`src/rtl/muldiv_unit_if.sv`:
```
// Request/response bundle for the iterative multiply/divide unit.
// The testbench drives through master; the unit connects as slave.
interface muldiv_unit_if #(
   parameter int WIDTH = 32
);
   logic             Start;
   logic [1:0]       Op;
   logic [WIDTH-1:0] A;
   logic [WIDTH-1:0] B;
   logic             Busy;
   logic             Done;
   logic             Div_Zero;
   logic [WIDTH-1:0] HI_Out;
   logic [WIDTH-1:0] LO_Out;

   modport master (
      output Start, Op, A, B,
      input  Busy, Done, Div_Zero, HI_Out, LO_Out
   );

   modport slave (
      input  Start, Op, A, B,
      output Busy, Done, Div_Zero, HI_Out, LO_Out
   );
endinterface

```
`src/rtl/muldiv_unit.sv`:
```
// Iterative signed/unsigned multiply (shift-add) and divide (restoring),
// one bit per cycle on magnitudes, followed by a single sign-fix cycle.
module muldiv_unit #(
   parameter int WIDTH = 32
) (
   input  logic         Clock,
   input  logic         Reset,
   muldiv_unit_if.slave bus
);
   localparam int CNT_W = $clog2(WIDTH);
   localparam logic [CNT_W-1:0] LAST_ITER = CNT_W'(WIDTH - 1);

   typedef enum logic [2:0] {IDLE, MUL, DIV, FIX, DONE} state_t;

   state_t               state_q, state_d;
   logic [CNT_W-1:0]     cnt_q, cnt_d;
   logic [2*WIDTH-1:0]   acc_q, acc_d;
   logic [WIDTH-1:0]     opnd_q, opnd_d;
   logic                 is_div_q, is_div_d;
   logic                 neg_q, neg_d;
   logic                 rem_neg_q, rem_neg_d;
   logic                 dz_pend_q, dz_pend_d;
   logic                 busy_q, busy_d;
   logic                 done_q, done_d;
   logic                 div_zero_q, div_zero_d;
   logic [WIDTH-1:0]     hi_q, hi_d;
   logic [WIDTH-1:0]     lo_q, lo_d;

   logic                 a_neg, b_neg;
   logic [WIDTH-1:0]     a_mag, b_mag;
   logic [WIDTH:0]       mul_sum;
   logic signed [WIDTH:0] div_trial;

   function automatic logic [WIDTH-1:0] cneg_w(input logic [WIDTH-1:0] v, input logic n);
      return n ? (~v + WIDTH'(1)) : v;
   endfunction

   function automatic logic [2*WIDTH-1:0] cneg_2w(input logic [2*WIDTH-1:0] v, input logic n);
      return n ? (~v + (2*WIDTH)'(1)) : v;
   endfunction

   // Op[0]=1 selects the unsigned variants, so operands are never negative there.
   assign a_neg = !bus.Op[0] && bus.A[WIDTH-1];
   assign b_neg = !bus.Op[0] && bus.B[WIDTH-1];
   assign a_mag = cneg_w(bus.A, a_neg);
   assign b_mag = cneg_w(bus.B, b_neg);

   always_comb begin
      state_d    = state_q;
      cnt_d      = cnt_q;
      acc_d      = acc_q;
      opnd_d     = opnd_q;
      is_div_d   = is_div_q;
      neg_d      = neg_q;
      rem_neg_d  = rem_neg_q;
      dz_pend_d  = dz_pend_q;
      hi_d       = hi_q;
      lo_d       = lo_q;
      done_d     = 1'b0;
      div_zero_d = 1'b0;
      mul_sum    = '0;
      div_trial  = '0;
      case (state_q)
         IDLE: begin
            if (bus.Start) begin
               is_div_d  = bus.Op[1];
               neg_d     = a_neg ^ b_neg;
               rem_neg_d = a_neg;
               cnt_d     = '0;
               dz_pend_d = bus.Op[1] && (bus.B == '0);
               // Multiply keeps the multiplier in the low half; divide keeps the dividend there.
               if (bus.Op[1]) begin
                  opnd_d = b_mag;
                  acc_d  = {{WIDTH{1'b0}}, a_mag};
               end else begin
                  opnd_d = a_mag;
                  acc_d  = {{WIDTH{1'b0}}, b_mag};
               end
               if (bus.Op[1] && (bus.B == '0)) state_d = DONE;
               else if (bus.Op[1])              state_d = DIV;
               else                             state_d = MUL;
            end
         end
         MUL: begin
            mul_sum = {1'b0, acc_q[2*WIDTH-1:WIDTH]} + (acc_q[0] ? {1'b0, opnd_q} : '0);
            acc_d   = {mul_sum, acc_q[WIDTH-1:1]};
            cnt_d   = cnt_q + CNT_W'(1);
            if (cnt_q == LAST_ITER) state_d = FIX;
         end
         DIV: begin
            div_trial = acc_q[2*WIDTH-1:WIDTH-1] - {1'b0, opnd_q};
            // Negative trial means the divisor did not fit: restore by keeping the shifted value.
            if (div_trial[WIDTH]) acc_d = {acc_q[2*WIDTH-2:0], 1'b0};
            else                  acc_d = {div_trial[WIDTH-1:0], acc_q[WIDTH-2:0], 1'b1};
            cnt_d = cnt_q + CNT_W'(1);
            if (cnt_q == LAST_ITER) state_d = FIX;
         end
         FIX: begin
            if (is_div_q) acc_d = {cneg_w(acc_q[2*WIDTH-1:WIDTH], rem_neg_q),
                                   cneg_w(acc_q[WIDTH-1:0], neg_q)};
            else          acc_d = cneg_2w(acc_q, neg_q);
            state_d = DONE;
         end
         DONE: begin
            done_d     = 1'b1;
            div_zero_d = dz_pend_q;
            if (!dz_pend_q) begin
               hi_d = acc_q[2*WIDTH-1:WIDTH];
               lo_d = acc_q[WIDTH-1:0];
            end
            state_d = IDLE;
         end
         default: state_d = IDLE;
      endcase
      busy_d = (state_d != IDLE);
   end

   always_ff @(posedge Clock or negedge Reset) begin
      if (!Reset) begin
         state_q    <= IDLE;
         cnt_q      <= '0;
         acc_q      <= '0;
         opnd_q     <= '0;
         is_div_q   <= 1'b0;
         neg_q      <= 1'b0;
         rem_neg_q  <= 1'b0;
         dz_pend_q  <= 1'b0;
         busy_q     <= 1'b0;
         done_q     <= 1'b0;
         div_zero_q <= 1'b0;
         hi_q       <= '0;
         lo_q       <= '0;
      end else begin
         state_q    <= state_d;
         cnt_q      <= cnt_d;
         acc_q      <= acc_d;
         opnd_q     <= opnd_d;
         is_div_q   <= is_div_d;
         neg_q      <= neg_d;
         rem_neg_q  <= rem_neg_d;
         dz_pend_q  <= dz_pend_d;
         busy_q     <= busy_d;
         done_q     <= done_d;
         div_zero_q <= div_zero_d;
         hi_q       <= hi_d;
         lo_q       <= lo_d;
      end
   end

   assign bus.Busy     = busy_q;
   assign bus.Done     = done_q;
   assign bus.Div_Zero = div_zero_q;
   assign bus.HI_Out   = hi_q;
   assign bus.LO_Out   = lo_q;
endmodule

```
`src/flat_wrapper.sv`:
```
// flat-port wrapper written by rule: the top's interface ports become plain ports
module muldiv_unit_flat 
#(
   parameter int WIDTH = 32
)
  (Clock, Reset, bus_Start, bus_Op, bus_A, bus_B, bus_Busy, bus_Done, bus_Div_Zero, bus_HI_Out, bus_LO_Out);
  muldiv_unit_if #(.WIDTH(WIDTH)) bus_i ();
  input  logic Clock;
  input  logic Reset;
  input wire logic [$bits(bus_i.Start)-1:0] bus_Start;
  input wire logic [$bits(bus_i.Op)-1:0] bus_Op;
  input wire logic [$bits(bus_i.A)-1:0] bus_A;
  input wire logic [$bits(bus_i.B)-1:0] bus_B;
  output wire logic [$bits(bus_i.Busy)-1:0] bus_Busy;
  output wire logic [$bits(bus_i.Done)-1:0] bus_Done;
  output wire logic [$bits(bus_i.Div_Zero)-1:0] bus_Div_Zero;
  output wire logic [$bits(bus_i.HI_Out)-1:0] bus_HI_Out;
  output wire logic [$bits(bus_i.LO_Out)-1:0] bus_LO_Out;
  assign bus_i.Start = bus_Start;
  assign bus_i.Op = bus_Op;
  assign bus_i.A = bus_A;
  assign bus_i.B = bus_B;
  assign bus_Busy = bus_i.Busy;
  assign bus_Done = bus_i.Done;
  assign bus_Div_Zero = bus_i.Div_Zero;
  assign bus_HI_Out = bus_i.HI_Out;
  assign bus_LO_Out = bus_i.LO_Out;
  muldiv_unit #(.WIDTH(WIDTH)) u_core (.Clock(Clock), .Reset(Reset), .bus(bus_i));
endmodule
```
`config.mk`:
```
export PLATFORM = sky130hd
export DESIGN_NAME = muldiv_unit_flat
export DESIGN_NICKNAME = d
export VERILOG_FILES = /design/src/rtl/muldiv_unit_if.sv /design/src/rtl/muldiv_unit.sv /design/src/flat_wrapper.sv
export SDC_FILE = /design/constraint.sdc
export NUM_CORES = 1
export LEC_CHECK = 0
export ABC_AREA = 0
export ABC_CLOCK_PERIOD_IN_PS = 4900
export BUFFER_PORTS_ARGS = -buffer_cell sky130_fd_sc_hd__buf_4
export CORE_ASPECT_RATIO = 1.2
export CORE_MARGIN = 2
export CORE_UTILIZATION = 53
export DETAILED_ROUTE_END_ITERATION = 12
export HOLD_SLACK_MARGIN = 0.03
export PLACE_DENSITY_LB_ADDON = 0.05
export RECOVER_POWER = 100
export REMOVE_ABC_BUFFERS = 1
export SYNTH_ARGS = -nofsm -noshare
export SYNTH_HDL_FRONTEND = slang
export SYNTH_SLANG_ARGS = --single-unit
```
`constraint.sdc`:
```
create_clock -name Clock -period 4.9 [get_ports Clock]
set_input_delay 0.245 -clock Clock [delete_from_list [all_inputs] [get_ports Clock]]
set_output_delay 0.245 -clock Clock [all_outputs]
set_load 0.01 [all_outputs]
```
---- Word-level counts from Yosys, hierarchy flattened ----
Index checks and enable logic that the tools add are counted.
storage, ports and cells
  bits in registers ....................... 175
  bits of input ports ..................... 69
  output and inout bits ................... 67
  logic and storage cells ................. 74
operators by class
  add/subtract/negate cells ............... 8
  equality and inequality tests ........... 9
  mux-type cells .......................... 21
  bitwise operators ....................... 7
  reduce and logical (&&, ||, !) cells .... 15
operators by type and width
  kind                     number
  $mux W64                 4
  $pmux W64 S4             1
  $mux W32                 7
  $add A32 B1 Y32 const B  4
  $not A32 Y32             4
  $add A64 B1 Y64 const B  1
  $not A64 Y64             1
  $add A32 B33 Y33         1
  $sub A33 B32 Y33         1
  $logic_not A32 Y1        1
  $pmux W5 S2              1
  $mux W3                  3
  $pmux W3 S3              1
  $eq A3 B2 Y1 const B     2
  $reduce_and A2 Y1        3
  $add A5 B1 Y5 const B    1
  $eq A5 B5 Y1 const B     1
  $mux W5                  1
  $reduce_and A4 Y1        1
  $reduce_bool A4 Y1       1
  $eq A3 B1 Y1 const B     1
  $eq A3 B3 Y1 const B     1
  $logic_and A1 B1 Y1      3
  $logic_not A3 Y1         1
  other kinds (13)         14

---- Depth between registers and ports, before layout ----
  depth after elaboration ................. 6
  depth in mapped cells ................... 14
  depth with buffers taken out ............ 12

---- Worst setup path after synthesis ----
Ideal clock, no wire load.
  path type ............................... reg-to-reg
  from .................................... register u_core.acc_q[0]
  to ...................................... register u_core.acc_q[57]
  setup time .............................. 132 ps
  data arrival time ....................... 3289 ps
  data required time ...................... 4768 ps
  setup slack ............................. 1479 ps
  stages on the path, launching flop included .. 14
  path buffers ............................ 1
  path through ............................ dfrtp_1 inv_1 buf_1 nor2_1 ha_1 a2111oi_0 o21ai_0 a2111o_1 a21boi_0 nor4b_1 or3_1 a31oi_1 a2bb2oi_1 o21ai_1
on the way
  longest elaborated chain between the ends .. 5
ends and longest elaborated chain
  element                   line                text
  start: declaration        muldiv_unit.sv:17   logic [2*WIDTH-1:0] acc_q, acc_d;
  start signal: assignment  muldiv_unit.sv:122  acc_q <= '0;
  start signal: assignment  muldiv_unit.sv:136  acc_q <= acc_d;
  $not A64 Y64              muldiv_unit.sv:39   return n ? (~v + (2*WIDTH)'(1)) : v;
  $add A64 B1 Y64           muldiv_unit.sv:39
  $mux W64                  muldiv_unit.sv:39
  $mux W64                  muldiv_unit.sv:99   if (is_div_q) acc_d = {cneg_w(acc_q[2*WIDTH-1:WIDTH], rem_neg_q),
  $pmux W64 S4 (*)          muldiv_unit.sv:63   case (state_q)
Every way passes the cells marked *; elsewhere a longest branch is shown, timed or not. The select of a mux whose other input is x is not followed.
A chain may end at the register's enable or synchronous reset.

---- Worst setup path after layout ----
  from .................................... register u_core.acc_q[32]
  to ...................................... register u_core.acc_q[40]
on the way
  longest elaborated chain between the ends .. 5
ends and longest elaborated chain
  element                                                    line
  $not A64 Y64 / $not A32 Y32 (equally long branches)        muldiv_unit.sv:39, muldiv_unit.sv:35
  $add A64 B1 Y64 / $add A32 B1 Y32 (equally long branches)  muldiv_unit.sv:39, muldiv_unit.sv:35
  $mux W64 / $mux W32 (equally long branches)                muldiv_unit.sv:39, muldiv_unit.sv:35
  $mux W64                                                   muldiv_unit.sv:99
  $pmux W64 S4 (*)                                           muldiv_unit.sv:63
Marks and branches as above.

==> results.py <==
metrics = {
    "run_status": {
        "status": "complete, but fails checks",
        "violations": "max-capacitance violations, max-slew violations",
    },
    "yosys": {
        "async_flop_share_pct": 100.0,
        "syn_area_per_cell_sq_um": 8.100,
        "ys_seq_elements": 175,
        "synth.distinct_cells": 88,
        "ys.flop_type": "dfrtp_1",
        "syn_inst": 1846,
        "synth_edf_count": 0,
        "synth_area_sq_um": 14950,
        "yosys_warnings": 0,
        "ys_seq_area_share_pct": 29.29,
    },
    "critical_path": {
        "rrSetupSlack_ns": 0.61,
        "worst-setup-path-type": "flip-flop to flip-flop",
        "start_kind": "flip-flop",
        "r2r_cells": 12,
        "startpoint": "u_core.acc_q[32]",
        "crit_path_end": "u_core.acc_q[40]",
        "endpoint_kind": "flip-flop",
        "worstPathMaxFanout": 16,
        "rr_endpoint": "u_core.acc_q[40]",
        "critPathRequiredTime_ns": 5.21,
        "worstPathArrival_ns": 4.60,
        "r2r_start": "u_core.acc_q[32]",
    },
    "clock_tree": {
        "cts_tree": "done",
        "cts_root_buf": "clkbuf_16",
        "clock-sinks": 175,
        "numCtsBuffers": 17,
        "h-tree-depth": 4,
        "cts.clk_slew.worst_paths_ns": 0.07,
        "clk_latency_ns": 0.45,
        "cts_buffer_depth": 2,
    },
    "detailed_routing": {
        "dr.first_iter.drc_count": 1429,
        "num_vias": 14850,
        "met3_length_microns": 3357,
        "top_layer": "met4",
        "postRouteAntennaNets": 0,
        "wl_met1_microns": 20800,
        "vias_per_cell": 6.396,
        "drc": 0,
        "wl_per_cell_microns": 21.46,
        "route.met2.wl_microns": 23950,
        "dr.pass1.iters": 6,
        "wl_microns": 49830,
    },
    "placed_design": {
        "dp_hpwl_microns": 37140,
        "globalplace.congestion": 0.9650,
        "io_buffers": 135,
        "dp.cells": 2289,
    },
    "grt": {
        "grt_overflow": 0,
        "grt_max_degree": 90,
        "grt_use_total_pct": 33.72,
        "grt_pass1_wl_microns": 77990,
        "antenna_found_initial": 0,
        "grt_pass1_vias": 14180,
    },
    "finish": {
        "fin_cells": 2322,
        "antenna_cells": 0,
        "most-common-layout-cells": "193 x nand2_1, 175 x o21ai_0, 175 x dfrtp_1",
        "nets": 2071,
        "mostFrequentLayoutCell": "nand2_1",
        "fillers": 2639,
        "area_delta_synth_final_pct": 10.25,
        "final_layout_size_suffix_gt1_share_pct": 11.84,
        "final_util_pct": 59.23,
    },
    "timing": {
        "fin_crit_sh_pct": 87.59,
        "slew_violations": 215,
        "finClkSkew_ns": 0.01305,
        "fin_setup_tns_ns": 0,
        "holdWs_ns": 0.06446,
        "maxSlewHeadroom_pct": -91.16,
        "grt_setup_unrepaired": "no",
        "fmax_ghz": 0.2330,
        "period_minus_slack_ns": 4.292,
        "final-setup-viol-count": 0,
        "worst_slew_pin_slew_ns": 2.867,
        "finalHoldViolCount": 0,
    },
    "power": {
        "power.total_mw": 12.08,
        "ir_worst_vdd_mv": 0.3755,
        "leakage_nw": 7.039,
        "p_per_area_nw_per_um2": 732.7,
    },
    "floorplanning": {
        "num_rows": 67,
        "io_pins": 136,
        "dieArea_sq_um": 29580,
        "die_w_microns": 157.3,
        "coreArea_sq_um": 27830,
        "start_util_pct": 53.73,
        "die_y_microns": 188,
    },
    "min_path": {
        "worst_hold_path_type": "input pin to flip-flop",
    },
    "run": {
        "drv_cap": 5,
    },
}
[flip-flops by register name, indices dropped and copies added, names as in the netlist, 3 cells and up]
signal / cells
u_core.cnt_q: 5
u_core.acc_q: 64
u_core.bus.HI_Out: 32
u_core.bus.LO_Out: 32
u_core.state_q: 3
u_core.opnd_q: 32
[final cells by class]
type	instances	area [sq um]	share of cell area, %
multi-input cells	1491	9787	59.37
flip-flops and latches	175	4379	26.56
repair buffers	177	1035	6.277
well taps	379	474.2	2.876
clock buffers	20	446.7	2.709
inverters	68	255.2	1.548
clock inverters	12	108.9	0.6603
[per-stage QoR]
step                      setup slack [ns]  instance area, sq um
after floorplan                     -3.098                 14420
after detailed placement            0.9230                 16260
final                               0.6079                 16490
after global routing                0.3581                 16490
after CTS                           0.9108                 16820
after global placement               1.004                 16260
[cell families (layout without fill, tap and decap cells)]
logic type	count (synthesis)	after routing	share of synthesized area (%)
mux	117	117	8.443
flops	175	175	29.29
buf+inv	180	277	5.246
compound gates	578	578	24.71
simple gates	602	602	18.92
xor+xnor	122	122	7.271
fa+ha+maj	72	72	6.125
[where the power goes]
part           switching (mW)  internal (mW)
sequential              0.746           2.10
combinational            4.82           3.06
clock                   0.640          0.717
total                    6.20           5.88
[worst max-delay path, cell delays in order (launching register included)]
cell	delay (ns)
dfrtp_1	0.49
inv_1	0.16
fa_1	0.46
nand2b_1	0.20
a21oi_1	0.13
o211ai_1	0.18
o211ai_1	0.37
a31oi_1	0.19
o211ai_1	0.38
xor2_4	0.57
clkbuf_1	0.58
mux2i_1	0.29
o221ai_1	0.14
[per-layer routing]
metal  global-route usage, %  up-vias
met3                   3.883      112
met4                   13.78        0
met5                       0        -
li1                        -     6980
met2                   56.25      673
met1                   44.26     7086
[repair_timing]
item / 4_1_cts / 5_1_grt
resized for setup: 0 / 0
hold endpoints to repair: 79 / 0
endpoints found under the setup margin: 0 / 0
setup buffers: 0 / 0
hold buffers: 1 / 0
[how the worst min path moves through the flow]
stage                            to  cells after the start      start
2_1_floorplan       u_core.acc_q[0]                      0      Reset
3_3_place_gp   u_core.bus.HI_Out[7]                      1      Reset
3_5_place_dp   u_core.bus.HI_Out[6]                      1      Reset
4_1_cts                u_core.neg_q                      2  bus_Op[0]
5_1_grt                u_core.neg_q                      2  bus_Op[0]
6_report               u_core.neg_q                      2  bus_Op[0]
[synthesized netlist by cell type, types with 26 or more instances]
| master | n | area share, % |
|---|---|---|
| o221ai_1 | 31 | 1.8 |
| nor2_1 | 172 | 4.3 |
| nand3_1 | 32 | 1.1 |
| dfrtp_1 | 175 | 29 |
| nor3_1 | 65 | 2.2 |
| o21ai_0 | 171 | 5.7 |
| inv_1 | 67 | 1.7 |
| mux2i_1 | 44 | 2.9 |
| ha_1 | 70 | 5.9 |
| a21oi_1 | 139 | 4.7 |
| nor4_1 | 26 | 1.1 |
| xnor2_1 | 76 | 4.5 |
| xor2_1 | 45 | 2.6 |
| clkbuf_1 | 82 | 2.1 |
| mux2_2 | 73 | 5.5 |
| nand2_1 | 193 | 4.8 |
No activity file was read; power rests on OpenSTA's default activity.
